==> src/rtl/fb_arbiter_pkg.sv <==
// Shared defaults, swap FSM encoding and derived framebuffer geometry for the
// framebuffer arbiter and anything that addresses the downscaled framebuffer.
package fb_arbiter_pkg;

    localparam int H_RES_DEFAULT  = 800;
    localparam int V_RES_DEFAULT  = 600;
    localparam int SCALE_DEFAULT  = 2;
    localparam int FB_AW_DEFAULT  = 15;
    localparam int DATA_W_DEFAULT = 8;

    typedef enum logic {
        SWAP_IDLE = 1'b0,
        SWAP_PEND = 1'b1
    } swap_state_t;

    function automatic int fb_width(input int h_res, input int scale);
        return h_res >> scale;
    endfunction

    function automatic int fb_pixels(input int h_res, input int v_res, input int scale);
        return (h_res >> scale) * (v_res >> scale);
    endfunction

endpackage

==> src/rtl/fb_addr_gen.sv <==
// Maps a full-resolution screen coordinate to a linear pixel address inside one
// downscaled framebuffer. Purely combinational; also used by the drawing engine.
module fb_addr_gen
    import fb_arbiter_pkg::*;
#(
    parameter int H_RES = H_RES_DEFAULT,
    parameter int SCALE = SCALE_DEFAULT,
    parameter int FB_AW = FB_AW_DEFAULT
) (
    input  logic [10:0]      i_x,
    input  logic [9:0]       i_y,
    output logic [FB_AW-1:0] o_addr
);

    localparam int FB_W = fb_width(H_RES, SCALE);

    logic [FB_AW-1:0] row;
    logic [FB_AW-1:0] col;

    always_comb begin
        row    = FB_AW'(i_y >> SCALE);
        col    = FB_AW'(i_x >> SCALE);
        o_addr = (row * FB_AW'(FB_W)) + col;
    end

endmodule

==> src/rtl/fb_arbiter.sv <==
// Single-port video RAM arbiter: display fetch has absolute priority over
// drawing-engine writes, and front/back buffers flip at the end of a frame.
module fb_arbiter
    import fb_arbiter_pkg::*;
#(
    parameter int H_RES         = H_RES_DEFAULT,
    parameter int V_RES         = V_RES_DEFAULT,
    parameter int SCALE         = SCALE_DEFAULT,
    parameter int FB_AW         = FB_AW_DEFAULT,
    parameter int DATA_W        = DATA_W_DEFAULT,
    parameter int WR_BLANK_ONLY = 0
) (
    input  logic              i_clk,
    input  logic              i_rst,
    input  logic              i_pix_stb,
    input  logic              i_active,
    input  logic              i_animate,
    input  logic [10:0]       i_x,
    input  logic [9:0]        i_y,
    input  logic              i_wr_req,
    input  logic [FB_AW-1:0]  i_wr_addr,
    input  logic [DATA_W-1:0] i_wr_data,
    output logic              o_wr_ack,
    output logic              o_wr_err,
    input  logic              i_swap_req,
    output logic              o_swap_pending,
    output logic              o_swap_done,
    output logic              o_disp_buf,
    output logic [FB_AW:0]    o_ram_addr,
    output logic              o_ram_we,
    output logic [DATA_W-1:0] o_ram_wdata,
    input  logic [DATA_W-1:0] i_ram_rdata,
    output logic [DATA_W-1:0] o_pix_data,
    output logic              o_pix_valid
);

    localparam int             FB_PIXELS     = fb_pixels(H_RES, V_RES, SCALE);
    localparam logic [FB_AW:0] FB_PIX_LIMIT  = (FB_AW+1)'(FB_PIXELS);
    localparam logic           BLANK_GATE    = (WR_BLANK_ONLY != 0);

    logic             disp_rd;
    logic             wr_grant;
    logic             wr_in_range;
    logic [FB_AW-1:0] rd_pix_addr;
    swap_state_t      state;
    swap_state_t      state_next;
    logic             swap_apply;
    logic             s1_valid;
    logic             s1_read;

    fb_addr_gen #(
        .H_RES (H_RES),
        .SCALE (SCALE),
        .FB_AW (FB_AW)
    ) u_addr_gen (
        .i_x    (i_x),
        .i_y    (i_y),
        .o_addr (rd_pix_addr)
    );

    // Port ownership decided combinationally so read address and write strobe
    // reach the RAM in the same cycle as the request.
    always_comb begin
        disp_rd     = i_pix_stb & i_active & ~i_rst;
        wr_grant    = i_wr_req & ~disp_rd & ~i_rst & (~BLANK_GATE | ~i_active);
        wr_in_range = ({1'b0, i_wr_addr} < FB_PIX_LIMIT);
        o_wr_ack    = wr_grant;
        o_wr_err    = wr_grant & ~wr_in_range;
        o_ram_we    = wr_grant & wr_in_range;
        o_ram_wdata = o_ram_we ? i_wr_data : '0;
        if (disp_rd) begin
            o_ram_addr = {o_disp_buf, rd_pix_addr};
        end else begin
            o_ram_addr = {~o_disp_buf, i_wr_addr};
        end
    end

    always_ff @(posedge i_clk) begin
        if (i_rst) begin
            state <= SWAP_IDLE;
        end else begin
            state <= state_next;
        end
    end

    always_comb begin
        state_next = state;
        swap_apply = 1'b0;
        case (state)
            SWAP_IDLE: begin
                if (i_swap_req) begin
                    state_next = SWAP_PEND;
                end
            end
            SWAP_PEND: begin
                if (i_animate & i_pix_stb) begin
                    state_next = SWAP_IDLE;
                    swap_apply = 1'b1;
                end
            end
            default: state_next = SWAP_IDLE;
        endcase
    end

    always_comb begin
        o_swap_pending = (state == SWAP_PEND);
    end

    // The flip lands one clock after the apply cycle, so that cycle's own
    // read and write still use the old buffer assignment.
    always_ff @(posedge i_clk) begin
        if (i_rst) begin
            o_disp_buf  <= 1'b0;
            o_swap_done <= 1'b0;
        end else begin
            o_swap_done <= swap_apply;
            if (swap_apply) begin
                o_disp_buf <= ~o_disp_buf;
            end
        end
    end

    // Two-stage token pipeline matching the RAM's one-clock read latency;
    // blank-time strobes still emit a valid, carrying zero.
    always_ff @(posedge i_clk) begin
        if (i_rst) begin
            s1_valid    <= 1'b0;
            s1_read     <= 1'b0;
            o_pix_valid <= 1'b0;
            o_pix_data  <= '0;
        end else begin
            s1_valid    <= i_pix_stb;
            s1_read     <= disp_rd;
            o_pix_valid <= s1_valid;
            if (s1_valid) begin
                o_pix_data <= s1_read ? i_ram_rdata : '0;
            end
        end
    end

endmodule

==> config.mk <==
export PLATFORM = sky130hd
export DESIGN_NAME = fb_arbiter
export DESIGN_NICKNAME = d
export VERILOG_FILES = /design/src/rtl/fb_arbiter_pkg.sv /design/src/rtl/fb_addr_gen.sv /design/src/rtl/fb_arbiter.sv
export SDC_FILE = /design/constraint.sdc
export NUM_CORES = 1
export LEC_CHECK = 0
export CAP_MARGIN = 10
export CORE_MARGIN = 4
export CORE_UTILIZATION = 39
export DETAILED_ROUTE_END_ITERATION = 6
export GPL_ROUTABILITY_DRIVEN = 0
export PLACE_DENSITY = 0.82
export RECOVER_POWER = 100
export SLEW_MARGIN = 40
export SYNTH_ARGS = -nofsm -noshare
export SYNTH_HDL_FRONTEND = slang
export SYNTH_SLANG_ARGS = --single-unit
==> constraint.sdc <==
create_clock -name i_clk -period 6.1 [get_ports i_clk]
set_clock_uncertainty 0.2 [all_clocks]
set_input_delay 0.915 -clock i_clk [delete_from_list [all_inputs] [get_ports i_clk]]
set_output_delay 0.915 -clock i_clk [all_outputs]
set_load 0.005 [all_outputs]
==> results of run 1 <==
==> routing by layer <==
layer / global-route usage, % / routed length, µm
met5: 0 / 0
met3: 5.34 / 360
met2: 32.2 / 2460
met1: 20.1 / 1970
met4: 3.42 / 45
==> layout make-up <==
cell class | count | area (µm²)
multi-input cells | 169 | 1320
fillers | 342 | 1260
repair buffers | 107 | 1040
flip-flops and latches | 14 | 280
inverters | 19 | 71.3
well taps | 50 | 62.6
clock buffers | 4 | 55.1
==> power by group through the flow <==
stage	clock network [mW]	logic [mW]	registers [mW]
2_1_floorplan	0	0.184	0.0977
3_3_place_gp	0	0.306	0.0979
3_5_place_dp	0	0.315	0.0980
4_1_cts	0.0936	0.326	0.0959
5_1_grt	0.0973	0.352	0.0963
6_report	0.0918	0.319	0.0959
==> stage by stage <==
stage | TNS (ns) | total power [mW] | utilization (%)
6_report | 0 | 0.506 | 69.1
4_1_cts | -0.00741 | 0.515 | 69.0
2_1_floorplan | 0 | 0.282 | -
3_5_place_dp | -0.0205 | 0.413 | 67.3
3_3_place_gp | 0 | 0.403 | 67.3
5_1_grt | 0 | 0.546 | 69.1
==> cells by family after synthesis <==
logic type,Yosys count,share of synthesized area [%]
xor+xnor,16,9.12
fa+ha+maj,36,28.5
mux,4,2.67
buf+inv,24,5.34
simple gates,65,19.7
compound gates,48,18.0
flops,14,16.6
==> registers in the layout, summed over array words and instances, names as in the netlist <==
name / flops
o_pix_data: 8
o_disp_buf: 1
o_pix_valid: 1
o_swap_done: 1
o_swap_pending: 1
s1_read: 1
s1_valid: 1
==> cells in the final DEF (no fill, tap or decap), drive strengths merged, types with 2 or more instances in the layout <==
master / count
nor2: 14
and3: 2
mux2: 4
nand2: 16
nor3: 4
inv: 19
buf: 14
xnor2: 8
a211o: 4
dfxtp: 14
o21ai: 17
and2: 10
clkdlybuf4s50: 61
xor2: 7
a21oi: 16
nor2b: 13
fa: 4
o21a: 2
clkbuf: 4
dlygate4sd3: 31
ha: 32
a21o: 3
==> worst register-to-register path: stages (launching register included) <==
cell	delay [ns]
dfxtp_1	0.51
and2_1	0.36
a21oi_1	0.13
nor2_1	0.09
==> how the worst max path moves through the flow <==
stage                     endpoint  slack [ns]  startpoint  cells after the start
floorplan           o_ram_addr[14]        1.08      i_y[4]                     11
global placement    o_ram_addr[14]        0.03      i_y[5]                     13
CTS                 o_ram_addr[13]      -0.007      i_y[5]                     15
detailed placement  o_ram_addr[14]       -0.02      i_y[5]                     13
global route        o_ram_addr[14]        0.01      i_y[5]                     15
finish              o_ram_addr[14]        0.18      i_y[5]                     13
==> what timing repair did <==
| action | 4_1_cts | 5_1_grt |
|---|---|---|
| setup buffers | 2 | 0 |
| resized for setup | 0 | 1 |
| setup endpoints to repair | 1 | 2 |
| pin swaps | 5 | 3 |
==> results.yml, run 1 <==
run_status:
  status: "finished clean"
worst_setup_path:
  critPathMaxStageDelay_ns: 0.52
  path_class: "primary input to output pin"
  regToRegSetupSlack_ns: 4.75
  regToRegStartpoint: "s1_valid"
  r2r-end: "o_pix_data[3]"
  critPathMaxFanout: 3
  critical-path-top-delay-family: "adder cells"
  crit_chain: "clkdlybuf4s50_1, ha_1, ha_1, fa_1, ha_1, o21a_2, a211o_1, a221oi_2, nand4_1, nor3_2, xnor3_1, o21ai_1, clkdlybuf4s50_1"
  worst_path_max_delay_cell: "clkdlybuf4s50_1"
  cp.arrival_ns: 4.81
  rr_worst_depth: 3
  crit_top_cell: "ha_1"
  startpoint_type: "primary input"
  crit_required_ns: 4.98
  cp_num_buf_inv: 2
  critPathCaptureType: "output pin"
timing:
  worst_slack_ns: 0.178
  tightestPinTransition_ns: 0.472
  finalCritPeriodShare_pct: 97.1
  period_needed_ns: 5.92
  rsz0062_at_grt: "false"
  setup_viol_count_final: 0
  drv_slew: 0
  finalHoldViolations: 0
  fmax_mhz: 169
  hold_slack_ns: 0.329
  slew_headroom_pct: 68.5
finish:
  n_antenna_cell: 0
  area_growth_pct: 67.4
  fin_cells: 363
  final_cell_area_um2: 2820
  drive_gt1_share_pct: 8.63
  num-nets-final: 409
route:
  drt_iter0_drc: 37
  first_pass_iters: 4
  ant_nets: 0
  vias_per_cell: 4.94
  routed_wl_mm: 4.84
  drc: 0
  vias: 1794
  wire_per_inst_um: 13.3
synth:
  ys_seq_area_share_pct: 16.6
  synthesis.area_um2: 1690
  yosysMostFrequentCell: "ha_1"
  postSynthCellCount: 207
  ys_top_cells_by_count: "ha_1 (32), inv_1 (19), a21oi_1 (16), nand2_1 (16)"
  async_reset_ff_share_pct: 0
  synth-main-ff-cell: "dfxtp_1"
  yosys.area.top_type_share_pct: 23.7
  syn-num-nets: 302
  synth_edf_count: 0
  ys_top_cells_by_area: "ha_1 (24%), dfxtp_1 (17%), nor2b_1 (4.8%)"
  synth_cell_type_count: 36
  yosysWarnings: 0
  syn_avg_cell_area_um2: 8.15
  ys_ff_latch: 14
  yosys.area.top_type: "ha_1"
cts:
  cts_tree: "built"
  postCtsHoldBufs: 0
  clkSlewWorstSetupHoldPaths_ns: 0.06
  cts-root-buf: "clkbuf_8"
  clockBufferDepth: 2
  htree_levels: 1
  clkLatencyLatePin_ns: 0.24
  cts.sinks: 14
  cts_buffers: 3
floorplanning:
  ios: 98
  die_y_um: 73.8
  die_area_um2: 5440
  rows: 23
  dieWidth_um: 73.8
  start_util_pct: 41.3
  core_area_um2: 4090
global_route:
  grt_use_total_pct: 17.6
  grt_pass1_wl_mm: 7.74
  grt_max_degree: 30
  antenna_found_initial: 0
  grt_pass1_vias: 1800
  grt_overflow: 0
pwr:
  clkPwrFrac_pct: 18.1
  power.density_nw_per_um2: 179
  switching_power_mw: 0.177
  p_leak_nw: 1.36
  combPwrFrac_pct: 62.9
  p_seq_share_pct: 18.9
  p_sw_share_pct: 34.9
  p_int_mw: 0.330
  max-vdd-ir-drop_mv: 0.0849
worst_hold_path:
  holdPathEnd: "o_swap_done"
  hp-start: "o_swap_pending"
  hold_depth: 1
  min_path_type: "flop to flop"
placed_design:
  port_buffers: 93
  dp_cells: 357
  dp_slack_ns: -0.0205
  dpl_cell_area_um2: 2750
  dp_hpwl_mm: 4.20
flow_run:
  max_cap_viol_count: 0
(Power assumes the default switching activity.)
==> inputs of run 2 (changes only) <==
Settings changed: CORE_UTILIZATION 39 to 40, PLACE_DENSITY 0.82 to 0.84.
Clock period 6.1 ns to 7.05 ns, I/O delays scaled along.
==> run 2 against run 1 <==
Worst hold slack better by 0.0051 ns. Via count down 3.1%. Clock power is 14% lower. Cell count shrank 3.9%. Routed wire length decreased by 3.6%.
==> results.yml, run 2 (same netlist as run 1, synthesis figures left out) <==
route:
  first_pass_iters: 4
  routed_wl_mm: 4.66
  wire_per_inst_um: 13.4
  ant_nets: 0
  drt_iter0_drc: 73
  drc: 0
  vias_per_cell: 4.98
  vias: 1739
floorplanning:
  rows: 23
  core_area_um2: 4030
  start_util_pct: 41.9
  dieWidth_um: 72.9
  ios: 98
  die_area_um2: 5320
  die_y_um: 72.9
global_route:
  grt_overflow: 0
  grt_pass1_wl_mm: 7.65
  grt_max_degree: 30
  grt_pass1_vias: 1708
  grt_use_total_pct: 17.9
  antenna_found_initial: 0
timing:
  tns_ns: 0
  fmax_mhz: 150
  finalCritPeriodShare_pct: 94.6
  hold_slack_ns: 0.334
  tightestPinTransition_ns: 0.864
  rsz0062_at_grt: "false"
  finalHoldViolations: 0
  slew_headroom_pct: 42.3
  period_needed_ns: 6.67
  drv_slew: 0
  setup_viol_count_final: 0
  worst_slack_ns: 0.383
worst_hold_path:
  min_path_type: "flop to flop"
placed_design:
  dp_hpwl_mm: 4.07
  port_buffers: 93
  dp_slack_ns: 0.493
  dpl_cell_area_um2: 2660
run_status:
  status: "finished clean"
cts:
  htree_levels: 1
  postCtsHoldBufs: 0
  cts.sinks: 14
  clkLatencyLatePin_ns: 0.25
  cts_buffers: 3
  clockBufferDepth: 2
  post-cts-setup-buffers: 0
  cts-root-buf: "clkbuf_8"
  cts_tree: "built"
  clkSlewWorstSetupHoldPaths_ns: 0.06
  post_cts_resized: 0
pwr:
  p_leak_nw: 1.28
  power.density_nw_per_um2: 149
  max-vdd-ir-drop_mv: 0.0659
finish:
  largest-register: "o_pix_data"
  n_antenna_cell: 0
  drive_gt1_share_pct: 4.01
  area_growth_pct: 60.7
  final_common_cell: "clkdlybuf4s50_1"
  final_cell_mix: "clkdlybuf4s50_1 (63), ha_1 (32), dlygate4sd3_1 (30)"
  final_cell_area_um2: 2710
  num-nets-final: 395
  largest_reg_flops: 8
worst_setup_path:
  critical-path-top-delay-family: "adder cells"
  critPathMaxStageDelay_ns: 0.61
  path_class: "primary input to output pin"
  cp_num_buf_inv: 2
  crit_top_cell: "ha_1"
  cp.arrival_ns: 5.41
  worst_path_max_delay_cell: "dlygate4sd3_1"
  crit_chain: "dlygate4sd3_1, ha_1, ha_1, fa_1, ha_1, o21a_2, a211o_1, a221oi_1, nand4_1, nor3_2, xnor3_1, o21ai_1, clkdlybuf4s50_1"
  crit_required_ns: 5.79
  startpoint_type: "primary input"
  critPathMaxFanout: 4
  critPathCaptureType: "output pin"
flow_run:
  max_cap_viol_count: 0
-- run 2: cell count changes in the layout (fill, tap and decap cells not counted), sizes merged --
cell           change
dlymetal6s2s       -1
buf               -14
clkdlybuf4s50      +2
dlygate4sd3        -1
-- run 2: final cells by class --
cell class,instances,area (µm²)
flip-flops and latches,14,280
fillers,337,1320
inverters,19,71.3
multi-input cells,169,1310
well taps,50,62.6
clock buffers,4,55.1
repair buffers,93,931
-- run 2: per-stage QoR --
step	power, mW	cells	util, %
after floorplan	0.244	207	-
after global placement	0.326	345	66.1
after detailed placement	0.333	345	66.1
after CTS	0.414	349	67.4
after global routing	0.436	349	67.3
final	0.403	349	67.3
-- run 2: metal layers --
metal	part of all wire (%)	vias to the layer above	track usage [%]
met5	0	-	0
met4	2.1	0	5.74
met3	6.7	10	3.86
met2	49	60	30.4
met1	42	772	22.5
li1	-	897	-
-- run 2: worst register-to-register path: stages, from the launching register on --
cell	delay [ns]
dfxtp_1	0.50
and2_1	0.35
a21oi_1	0.13
nor2_1	0.09
-- run 2: path summary, 6_finish.rpt --
path	slack [ns]	cells after the start	start	end
setup / recovery	0.38	13	i_y[3]	o_ram_addr[14]
hold / removal	0.33	1	o_swap_pending	o_swap_done
setup reg to reg	5.72	3	s1_valid	o_pix_data[2]
hold reg to reg	0.33	1	o_swap_pending	o_swap_done
-- run 2: report_power, final --
group | switching (mW) | internal, mW | leakage (nW) | total [mW]
Combinational | 0.113 | 0.128 | 1.14 | 0.241
Sequential | 0.00174 | 0.0812 | 0.114 | 0.0830
Clock | 0.0298 | 0.0495 | 0.0288 | 0.0793
==> inputs of run 3 (changes only) <==
Settings changed: CTS_CLUSTER_DIAMETER from default to 120.
==> results of run 3 <==
Same layout as run 2: the final DEF is identical, and so are final timing and power.
